<file path="src/rtl/pipe_stall_ctrl.sv">
// rtl/pipe_stall_ctrl.sv - pipeline stall arbitration, exception flush sequencing, stall statistics and watchdog
module pipe_stall_ctrl #(
  parameter logic [31:0] EXC_VECTOR = 32'h0000_0020,
  parameter int          WDOG_LIMIT = 64
) (
  input  logic        clk,
  input  logic        rst,
  input  logic        stallreq_id_i,
  input  logic        stallreq_ex_i,
  input  logic        stallreq_mem_i,
  input  logic        excp_req_i,
  input  logic        excp_is_eret_i,
  input  logic [31:0] epc_i,
  output logic [5:0]  stall,
  output logic        flush,
  output logic [31:0] new_pc,
  output logic [31:0] stall_total_o,
  output logic        wdog_err_o
);

  localparam int CW = $clog2(WDOG_LIMIT) + 1;
  localparam logic [CW-1:0] LIMIT = CW'(WDOG_LIMIT);

  typedef enum logic {
    RUN   = 1'b0,
    FLUSH = 1'b1
  } state_t;

  state_t        state_q, state_d;
  logic [31:0]   new_pc_q, new_pc_d;
  logic [31:0]   total_q, total_d;
  logic [CW-1:0] run_q, run_d;
  logic          err_q, err_d;
  logic [5:0]    stall_req;

  // Deepest requesting stage wins; it and every stage in front of it stop.
  always_comb begin
    stall_req = 6'b000000;
    if (stallreq_mem_i) begin
      stall_req = 6'b011111;
    end else if (stallreq_ex_i) begin
      stall_req = 6'b001111;
    end else if (stallreq_id_i) begin
      stall_req = 6'b000111;
    end
  end

  // Requests are masked while the pipeline is being cleared or held in reset.
  always_comb begin
    stall = stall_req;
    if (rst || state_q == FLUSH) begin
      stall = 6'b000000;
    end
  end

  // Next state, redirect target and statistics.
  always_comb begin
    state_d  = RUN;
    new_pc_d = new_pc_q;
    total_d  = total_q;
    run_d    = '0;
    err_d    = err_q;

    if (state_q == RUN && excp_req_i) begin
      state_d  = FLUSH;
      new_pc_d = excp_is_eret_i ? epc_i : EXC_VECTOR;
    end

    if (stall[0]) begin
      if (total_q != 32'hFFFF_FFFF) begin
        total_d = total_q + 32'd1;
      end
      run_d = (run_q == LIMIT) ? run_q : run_q + 1'b1;
    end

    if (run_d == LIMIT) begin
      err_d = 1'b1;
    end
  end

  // State and counter registers with synchronous reset.
  always_ff @(posedge clk) begin
    if (rst) begin
      state_q  <= RUN;
      new_pc_q <= 32'd0;
      total_q  <= 32'd0;
      run_q    <= '0;
      err_q    <= 1'b0;
    end else begin
      state_q  <= state_d;
      new_pc_q <= new_pc_d;
      total_q  <= total_d;
      run_q    <= run_d;
      err_q    <= err_d;
    end
  end

  assign flush         = (state_q == FLUSH);
  assign new_pc        = new_pc_q;
  assign stall_total_o = total_q;
  assign wdog_err_o    = err_q;

endmodule

</file>
<file path="config.mk">
export PLATFORM = sky130hd
export DESIGN_NAME = pipe_stall_ctrl
export DESIGN_NICKNAME = d
export VERILOG_FILES = /design/src/rtl/pipe_stall_ctrl.sv
export SDC_FILE = /design/constraint.sdc
export NUM_CORES = 1
export LEC_CHECK = 0
export CORE_UTILIZATION = 30
export DETAILED_ROUTE_END_ITERATION = 16
export GPL_ROUTABILITY_DRIVEN = 0
export GPL_TIMING_DRIVEN = 1
export SYNTH_ARGS = -nofsm -noshare
export SYNTH_HDL_FRONTEND = slang
export SYNTH_SLANG_ARGS = --single-unit
</file>
<file path="constraint.sdc">
create_clock -name clk -period 2.6 [get_ports clk]
set_clock_uncertainty 0.05 [all_clocks]
set_input_delay 0.39 -clock clk [delete_from_list [all_inputs] [get_ports clk]]
set_output_delay 0.39 -clock clk [all_outputs]
set_load 0.01 [all_outputs]
</file>
======== Word-level counts from Yosys, hierarchy flattened ========
Index checks and enable logic that the tools add are counted.
word-level totals
  register bits ........................... 73
  word-level logic and storage cells ...... 22
cells by class
  add/subtract/negate cells ............... 2
  equal/unequal tests ..................... 3
  muxes and demuxes ....................... 8
  bitwise logic cells ..................... 1
  reductions and logical operators ........ 3
operators by type and width
  operator                                       number
  adder 32 x 1 -> 32 bit, second input constant  1
  2-to-1 mux 32 bit                              1
  != test 32 bit, second input constant          1
  equality test 7 bit, second input constant     2
  2-to-1 mux 7 bit                               2
  2-to-1 mux 6 bit                               2
  adder 7 x 1 -> 7 bit, second input constant    1
  2-to-1 mux 4 bit                               1
  2-to-1 mux 3 bit                               1
  AND reduction 2 bit                            1
  logical AND 1 bit                              1
  logical OR 1 bit                               1
  2-to-1 mux 1 bit                               1
  inverter 1 bit                                 1

======== Depth between registers and ports, before layout ========
  word-level depth ........................ 6
  depth in mapped cells ................... 7
  gate-level depth less buffers ........... 7

======== Worst setup path before layout ========
No wires, ideal clock.
  path kind ............................... register -> register
  start ................................... register total_q[8], in the netlist stall_total_o[8]
  end ..................................... register total_q[23], in the netlist stall_total_o[23]
  library setup time ...................... 0.123 ns
  data arrival time ....................... 1.805 ns
  data required time ...................... 2.427 ns
  slack ................................... 0.622 ns
  cell stages (with the launch flop) ...... 6
  path buffers ............................ 0
  clock period less this slack ............ 1.978 ns
  cell sequence ........................... dfxtp_1 -> nand4_2 -> nor4_4 -> nand2_2 -> nor4b_1 -> mux2_1
on the way
  word-level cells in the longest chain between the ends .. 2
RTL lines
  element                                                         RTL line  RTL
  start, declared                                                 31        logic [31:0] total_q, total_d;
  start signal, assigned                                          92        total_q <= total_d;
  branches (longest 2 deep; another with adder 32 x 1 -> 32 bit)  --
Several ways; the timed one is not identified.
A chain may end at the register's enable or synchronous reset.

======== Final worst setup path ========
  start ................................... input port stallreq_mem_i
  end ..................................... output port stall[0]
on the way
  word-level cells in the longest chain between the ends .. 2
RTL lines
  element           RTL line  RTL
  start, declared   10        input logic stallreq_mem_i,
  2-to-1 mux 6 bit  39        if (stallreq_mem_i) begin
  2-to-1 mux 6 bit  51        if (rst || state_q == FLUSH) begin
  end, declared     14        output logic [5:0] stall,
Every way passes these cells.

==> impl_metrics.py <==
metrics = {
    "outcome": {
        "status": "completed",
    },
    "placed_design": {
        "io_buffers": 109,
        "dp_hpwl_mm": 6.00,
        "dp.cells": 577,
    },
    "final_layout": {
        "final_nets": 497,
        "syn_to_final_growth_pct": 44.7,
        "nFillCells": 974,
        "final_common_cell": "clkdlybuf4s50_1",
        "drive_gt1_share_pct": 8.28,
        "fin_cells": 592,
        "diodes": 0,
        "most-common-layout-cells": "clkdlybuf4s50_1, dfxtp_1, a21oi_1, a22o_1",
    },
    "routing": {
        "wl_per_cell_um": 14.3,
        "drt-pass1-iter-count": 4,
        "drt_drc_violations_left": 0,
        "final_antenna_net_count": 0,
        "post_drt_via_cell_ratio": 5.07,
        "drt_wl_total_mm": 8.47,
        "dr_total_vias": 2999,
        "drt_iter0_markers": 120,
    },
    "floorplanning": {
        "floorplan.initialDensity_pct": 31.5,
        "fp.dieH_um": 104,
        "io_pins": 111,
        "fp-row-count": 36,
        "dieArea_mm2": 0.0109,
        "core-area_mm2": 0.00995,
        "die_w_um": 104,
    },
    "clock_tree": {
        "path_clk_slew_ns": 0.07,
        "cts_buffer_depth": 2,
        "cts-buffers-inserted": 9,
        "insertion_delay_ns": 0.35,
        "cts_tree": "built",
        "cts_setup_buffers": 0,
        "hold_buffers": 0,
        "htreeDepth": 3,
        "clockRootBuffer": "clkbuf_8",
        "cts_resized": 0,
        "numClockSinks": 73,
    },
    "critical_path": {
        "cpMostUsedCell": "clkdlybuf4s50_1",
        "path_max_fanout": 17,
        "setup.worst_path.class": "in2out",
        "cp_cell_sequence": "clkdlybuf4s50_1 > o31ai_2 > inv_1 > buf_12 > clkdlybuf4s50_1",
        "critPathSlowestCell": "clkdlybuf4s50_1",
        "slowest_delay_ns": 0.47,
        "crit_family": "buffers and inverters",
        "path_buf_inv": 4,
        "cp.arrival_ns": 1.93,
        "cp-start-kind": "input pin",
        "cp_data_required_time_ns": 2.16,
        "end_kind": "output pin",
    },
    "power_and_ir_drop": {
        "powerDensity_mw_per_mm2": 479,
        "seqPwrFrac_pct": 53.5,
        "power.internal_mw": 1.64,
        "irDropWorstVdd_mv": 0.210,
        "pwr-share-comb_pct": 11.1,
        "switching_share_pct": 24.4,
        "clockPowerShare_pct": 35.4,
        "netSwitchingPower_mw": 0.530,
        "leakagePower_nw": 1.56,
    },
    "grt": {
        "antenna_found_initial": 0,
        "grt.total_usage_pct": 15.6,
        "grt_pass1_wl_mm": 13.6,
        "grt_max_degree": 48,
        "first_global_vias": 2720,
        "gr-total-overflow": 0,
    },
    "synthesis": {
        "synth_seq_cells": 73,
        "synth.net_count": 389,
        "yosys_most_used_dff": "dfxtp_1",
        "ys_warn_count": 0,
        "syn_inst": 347,
        "yosysSeqAreaShare_pct": 46.6,
        "synth.distinct_cells": 51,
        "async_flop_share_pct": 0,
        "synth_top_area_cell": "dfxtp_1",
        "avgSynthCellArea_um2": 9.04,
        "mappedNetlistArea_mm2": 0.00314,
        "synth_area_leaders": "dfxtp_1, a22o_1, a21oi_1, or3_1, nand4_1",
        "synth_edf_count": 0,
        "netlist.area_leader.share_pct": 46.6,
    },
    "flow_run": {
        "maxCapViolations": 0,
    },
    "sta": {
        "slew_headroom_pct": 39.3,
        "finalSetupViolCount": 0,
        "timing.final.crit_share_pct": 91.0,
        "slew_viol_final": 0,
        "worst-slew-pin-transition_ns": 0.911,
        "hold_viol": 0,
        "fin_crit_ns": 2.37,
        "setup_tns_ns": 0,
        "rsz0062_at_grt": "false",
        "fmax_mhz": 423,
        "hold_slack_ns": 0.400,
    },
    "min_path": {
        "min_path_type": "reg2reg",
    },
}
cell type report:
| cell class | instances | area, um2 | share of cell area [%] |
|---|---|---|---|
| multi-input cells | 246 | 1550 | 34.2 |
| well taps | 133 | 166 | 3.67 |
| inverters | 7 | 26.3 | 0.579 |
| flip-flops and latches | 73 | 1460 | 32.2 |
| clock buffers | 11 | 141 | 3.11 |
| repair buffers | 118 | 1170 | 25.8 |
| clock inverters | 4 | 20.0 | 0.441 |
stage by stage:
stage / utilization (%) / power [mW] / cell area, um2 / setup WS [ns]
floorplan: - / 1.29 / 3140 / 0.622
global placement: 44.0 / 1.43 / 4380 / 0.194
detailed placement: 44.0 / 1.43 / 4380 / 0.201
CTS: 45.6 / 2.20 / 4540 / 0.205
global route: 45.6 / 2.26 / 4540 / 0.125
finish: 45.6 / 2.17 / 4540 / 0.235
cells by family (layout without fill, tap and decap cells):
family | after synthesis | in the layout | synth area share [%]
adders and majority gates | 3 | 3 | 1.20
and+or+nand+nor | 141 | 141 | 25.9
buffers and inverters | 28 | 140 | 3.95
xor gates and xnor gates | 10 | 10 | 2.79
other | 1 | 1 | 0.120
DFF | 73 | 73 | 46.6
AOI/OAI and AO/OA | 89 | 89 | 18.8
muxes | 2 | 2 | 0.678
Yosys cell counts (4+ instances only):
cell      count
dfxtp_1      73
a21oi_1      31
a22o_1       24
nand2_1      21
nor2_1       21
o21ai_0      20
nand3_1      19
or3_1        19
nand4_1      16
clkbuf_1     14
inv_1         7
xnor2_1       6
and2_1        5
nor2b_1       5
or4_1         5
and3_1        4
and4_1        4
buf_4         4
xor2_1        4
power by group through the flow:
stage,Sequential [mW],Clock (mW),Combinational [mW]
floorplan,1.20,0,0.0879
finish,1.16,0.769,0.242
global route,1.17,0.835,0.261
detailed placement,1.19,0,0.243
CTS,1.16,0.793,0.244
global placement,1.19,0,0.242
worst register-to-register path, delay by kind of cell, from the launching register on:
kind	cells	cell delay, ns
simple gates	3	0.95
flops	1	0.41
compound gates	2	0.46
fa+ha+maj	1	0.25
layer usage:
metal,vias to the layer above,global-route usage [%],share of wire (%)
met1,1428,20.0,46
li1,1492,-,-
met3,13,3.01,4.3
met4,0,7.04,1.8
met5,-,0,0
met2,66,25.2,48
path summary, 6_finish.rpt:
kind,cells after the start,endpoint,slack [ns],start
setup / recovery,5,stall[0],0.23,stallreq_mem_i
hold / removal,2,new_pc[7]$_SDFFE_PP0P_,0.40,new_pc[7]$_SDFFE_PP0P_
setup reg to reg,6,stall_total_o[22]$_SDFFE_PP0P_,0.40,stall_total_o[0]$_SDFFE_PP0P_
hold reg to reg,2,new_pc[7]$_SDFFE_PP0P_,0.40,new_pc[7]$_SDFFE_PP0P_
flip-flops by register name (all words and copies together), names as in the netlist:
register	count
stall_total_o	32
new_pc	32
wdog_err_o	1
flush	1
run_q	7
(Power assumes the default switching activity.)
